## src/rtl/multadd_pkg.sv

```systemverilog
// Shared definitions for the multiply-add stage and its downstream accumulator.
package multadd_pkg;

    localparam int unsigned MULTADD_RES_W = 17;

    typedef enum logic [1:0] {
        IDLE = 2'd0,
        ACC  = 2'd1,
        HOLD = 2'd2
    } accState_e;

endpackage

```

## src/rtl/sat_add.sv

```systemverilog
// Unsigned saturating add of a zero-extended IN_W addend onto an ACC_W base.
module sat_add #(
    parameter int unsigned IN_W  = 17,
    parameter int unsigned ACC_W = 20
) (
    input  logic [ACC_W-1:0] base,
    input  logic [IN_W-1:0]  addend,
    output logic [ACC_W-1:0] sum,
    output logic             sat
);

    localparam int unsigned WIDE_W = ACC_W + 1;

    logic [ACC_W:0] wide;

    always_comb begin
        wide = {1'b0, base} + WIDE_W'(addend);
        sat  = wide[ACC_W];
        sum  = sat ? '1 : wide[ACC_W-1:0];
    end

endmodule

```

## src/rtl/multadd_accum.sv

```systemverilog
// Sums windows of N_TERMS multiply-add results and hands each sum downstream via valid/ready.
module multadd_accum
    import multadd_pkg::*;
#(
    parameter int unsigned IN_W    = MULTADD_RES_W,
    parameter int unsigned ACC_W   = 20,
    parameter int unsigned N_TERMS = 8,
    parameter int unsigned CNT_W   = 8
) (
    input  logic             iCLK,
    input  logic             iRST,
    input  logic             iCLR,
    input  logic             iVALID,
    input  logic [IN_W-1:0]  iRESULT,
    output logic             oREADY,
    output logic [ACC_W-1:0] oSUM,
    output logic             oVALID,
    input  logic             iREADY,
    output logic             oOVF,
    output logic             oDROP
);

    accState_e        state;
    logic [ACC_W-1:0] acc;
    logic [CNT_W-1:0] cnt;

    logic [ACC_W-1:0] addBase;
    logic [ACC_W-1:0] addSum;
    logic             addSat;
    logic [CNT_W-1:0] cntNext;
    logic             windowDone;
    logic             accept;

    // Only ACC continues a window; IDLE and HOLD start a fresh one from zero.
    always_comb begin
        addBase    = (state == ACC) ? acc : '0;
        cntNext    = (state == ACC) ? cnt + CNT_W'(1) : CNT_W'(1);
        windowDone = (cntNext == CNT_W'(N_TERMS));
        oREADY     = (state != HOLD) | iREADY;
        accept     = iVALID & oREADY;
    end

    sat_add #(
        .IN_W  (IN_W),
        .ACC_W (ACC_W)
    ) uSatAdd (
        .base   (addBase),
        .addend (iRESULT),
        .sum    (addSum),
        .sat    (addSat)
    );

    always_ff @(posedge iCLK or posedge iRST) begin
        if (iRST) begin
            state  <= IDLE;
            acc    <= '0;
            cnt    <= '0;
            oSUM   <= '0;
            oVALID <= 1'b0;
            oOVF   <= 1'b0;
            oDROP  <= 1'b0;
        end else if (iCLR) begin
            state  <= IDLE;
            acc    <= '0;
            cnt    <= '0;
            oVALID <= 1'b0;
            oOVF   <= 1'b0;
            oDROP  <= 1'b0;
        end else begin
            oDROP <= 1'b0;
            if (state == HOLD) begin
                if (iREADY) begin
                    oVALID <= 1'b0;
                    state  <= IDLE;
                end else if (iVALID) begin
                    oDROP <= 1'b1;
                end
            end
            // An accepted sample in HOLD overrides the IDLE return and opens the next window.
            if (accept) begin
                acc  <= addSum;
                oOVF <= oOVF | addSat;
                if (windowDone) begin
                    oSUM   <= addSum;
                    oVALID <= 1'b1;
                    cnt    <= '0;
                    state  <= HOLD;
                end else begin
                    cnt   <= cntNext;
                    state <= ACC;
                end
            end
        end
    end

endmodule

```

## config.mk

```make
export PLATFORM = sky130hd
export DESIGN_NAME = multadd_accum
export DESIGN_NICKNAME = d
export VERILOG_FILES = /design/src/rtl/multadd_pkg.sv /design/src/rtl/sat_add.sv /design/src/rtl/multadd_accum.sv
export SDC_FILE = /design/constraint.sdc
export NUM_CORES = 1
export LEC_CHECK = 0
export BUFFER_PORTS_ARGS = -buffer_cell sky130_fd_sc_hd__buf_2
export CORE_ASPECT_RATIO = 0.9
export CORE_MARGIN = 2
export CORE_UTILIZATION = 40
export CTS_BUF_LIST = sky130_fd_sc_hd__clkbuf_4 sky130_fd_sc_hd__clkbuf_8
export DETAILED_ROUTE_END_ITERATION = 8
export PLACE_DENSITY_LB_ADDON = 0.1
export SYNTH_ARGS = -nofsm -noshare
export SYNTH_HDL_FRONTEND = slang
export SYNTH_SLANG_ARGS = --single-unit
```

## constraint.sdc

```tcl
create_clock -name iCLK -period 2.9 [get_ports iCLK]
set_input_delay 0 -clock iCLK [delete_from_list [all_inputs] [get_ports iCLK]]
set_output_delay 0 -clock iCLK [all_outputs]
set_load 0.01 [all_outputs]
```

==> qor.txt <==
Outcome - finished, final reports clean
Initial antenna violation count - 0
Initial cell density of the core - 41.3%
Die footprint - 9070 µm²
Largest net degree at the start of global routing - 43
H-tree depth - 2
CP Max Fanout - 5
Yosys cell types - 52
Synth top cells by count - nor2_1 (57), dfrtp_1 (53), nand2_1 (35)
Layout net count - 488
Detailed router's first-iteration violation count - 164
Overall Global Routing Usage - 20.5%
CTS Buf Count - 5
Fin Setup TNS - 0 ns
Synthesized area per cell - 8.74 µm²
CTS max path bufs - 2
Net count after synthesis - 422
Slew margin rel. - 52.9%
First-pass GRT wire length - 14,900 µm
Number of global-route vias before repair - 3,007
Most frequent cell after synthesis - nor2_1
Final setup fails - 0
Post-route ant nets - 0
Detailed Routing Iterations Pass 1 - 7
Clk slew on worst S/H paths - 0.09 ns
Overall routed net length - 8910 µm
HP Class - primary input to flop
Crit end category - flop
Worst path max stage delay - 0.42 ns
Sequential share of the synthesized area - 39.8%
Die X - 100 µm
Ports - 46
Max Cap Viol - 0
Routed WL per cell - 16.3 µm
Fin worst setup slack - 0.109 ns
PwrDens - 381 nW/µm²
Antenna diodes - 0
Clk root buf - clkbuf_8
Yosys Warn Count - 0
F_max - 358 MHz
Layout cells sized above 1 - 29.0%
Unrepaired setup endpoints after global routing - false
Synth top area share - 39.8%
Final Hold Fails - 0
Startpoint Class - flop
Pre-CTS setup slack - -0.116 ns
Worst-case hold slack - 0.0357 ns
DR DRC count - 0
Num rows - 31
PortBufs - 45
Seq cells post-synth - 53
Max Slew Vio Count - 0
Syn Inst Count - 381
Crit path buf inv count - 1
Vias/cell - 5.53
Detail Placement HPWL - 6110 µm
Post-synth EDFFs - 0
Crit path DAT - 2.97 ns
Biggest area consumer among synthesized cells - dfrtp_1
XOR/XNOR share of the synthesized area - 4.73%
Worst skew pair latency - 0.31 ns
GPL Wtd Cong - 0.854
DP Area - 3800 µm²
Area growth syn-to-layout - 26.0%
Post-synthesis adder-cell area fraction - 7.36%
Kind of critical path - flop to flop
Largest family of logic cells by synthesized area - compound AO/OA/AOI/OAI gates
Die height - 90.6 µm
Post-route cell area - 4200 µm²
Least-Margin Pin Slew - 0.706 ns
Via Count - 3,024
Ys flop type - dfrtp_1
LEAKAGE - 1.98 nW
CTS Sinks - 53
Post-synthesis simple-gate area fraction - 20.6%
Largest cells by area after synthesis - dfrtp_1 (40%), ha_1 (6.8%), nor2_1 (6.4%)
Crit path max-delay family - compound AO/OA/AOI/OAI gates
Core Util, Final - 52.0%
Max IR drop VDD - 0.194 mV
Final Critical Period - 2.79 ns
Multiplexer share of the synthesized area - 0.338%
Worst EP required - 3.08 ns
Worst path cell trace - nor2b_4 -> and2_4 -> ha_4 -> fa_2 -> a211oi_4 -> o211ai_2 -> buf_4 -> a41oi_4 -> o21ai_2 -> xor2_1 -> nor2_2 -> a211oi_2
Final period util - 96.2%
Slowest stage cell, crit path - fa_2
CTS tree - done
Cell Area, Synth - 3330 µm²
Clock skew - 0.00714 ns
Async SR Flop Fraction - 100%
GRT overflow - 0
Core area - 8070 µm²
Compound-Gate Fraction of Synth Area - 23.3%
[logic make-up (layout without fill, tap and decap cells)]
group | count (synthesis) | count (layout)
buffers and inverters | 28 | 93
flip-flops | 53 | 53
AO/OA/AOI/OAI | 116 | 116
AND/OR/NAND/NOR | 146 | 148
multiplexers | 1 | 1
adder cells (fa/ha/maj) | 19 | 19
XOR/XNOR | 18 | 18
[through the flow]
step | instances | total power [mW]
CTS | 542 | 1.57
global route | 547 | 1.69
floorplan | 381 | 1.00
global placement | 530 | 1.11
detailed placement | 530 | 1.11
finish | 547 | 1.60
[flip-flops by register name, indices dropped and copies added (netlist names)]
name	flops
oDROP	1
state	2
oSUM	20
acc	20
oVALID	1
cnt	8
oOVF	1
[cell usage in the layout, fill, tap and decap left out, types with 8 or more instances in the layout]
master	netlist	layout
dfrtp_1	53	53
nor2_1	57	48
buf_2	4	45
nand2_1	35	34
buf_4	0	30
o21ai_0	28	24
a21oi_1	22	21
and2_1	19	18
a211oi_1	22	16
ha_1	18	14
xnor2_1	10	10
a21o_1	8	8
xor2_1	8	8
nor3_1	8	8
[timing repair]
item                                   in CTS  in global routing
setup endpoints to repair                  20                 41
setup buffers                               0                  5
endpoints found under the hold margin      33                  0
pin swaps                                   4                 14
gates cloned                                2                  0
hold buffers                                2                  0
gates resized for setup                     6                 43
[tightest hold or removal path, cell delays in order]
cell and delay, ns:
buf_2 0.10, or3b_2 0.15, nor3b_1 0.06
[worst paths after layout]
kind                                from  depth (start not counted)        to  slack (ns)
worst max-delay path            state[0]                         12   acc[14]        0.11
worst min-delay path              iREADY                          3     oDROP        0.04
worst max register to register  state[0]                         12   acc[14]        0.11
worst min register to register  oSUM[12]                          2  oSUM[12]        0.48
max in group asynchronous           iRST                          4   acc[11]        1.80
min in group asynchronous           iRST                          3   oSUM[1]        0.35
[routing by layer]
metal	track usage, %	vias up	wire length (µm)	share of wire [%]
met5	0	-	0	0
met3	3.79	12	347	3.9
met2	31.2	62	3970	45
met4	4.22	0	112	1.3
met1	30.3	1454	4480	50
li1	-	1496	-	-
[area by class of cell]
class	instances	area, µm²
fillers	800	3870
flip-flops and latches	53	1330
inverters	4	15.0
multi-input cells	302	2110
repair buffers	81	524
well taps	99	124
clock buffers	8	91.3
[where the power goes]
part / total [mW] / switching, mW / internal, mW
sequential: 0.783 / 0.0170 / 0.766
clock: 0.449 / 0.248 / 0.201
combinational: 0.366 / 0.206 / 0.160
total: 1.60 / 0.472 / 1.13
No activity file was read; power rests on OpenSTA's default activity.
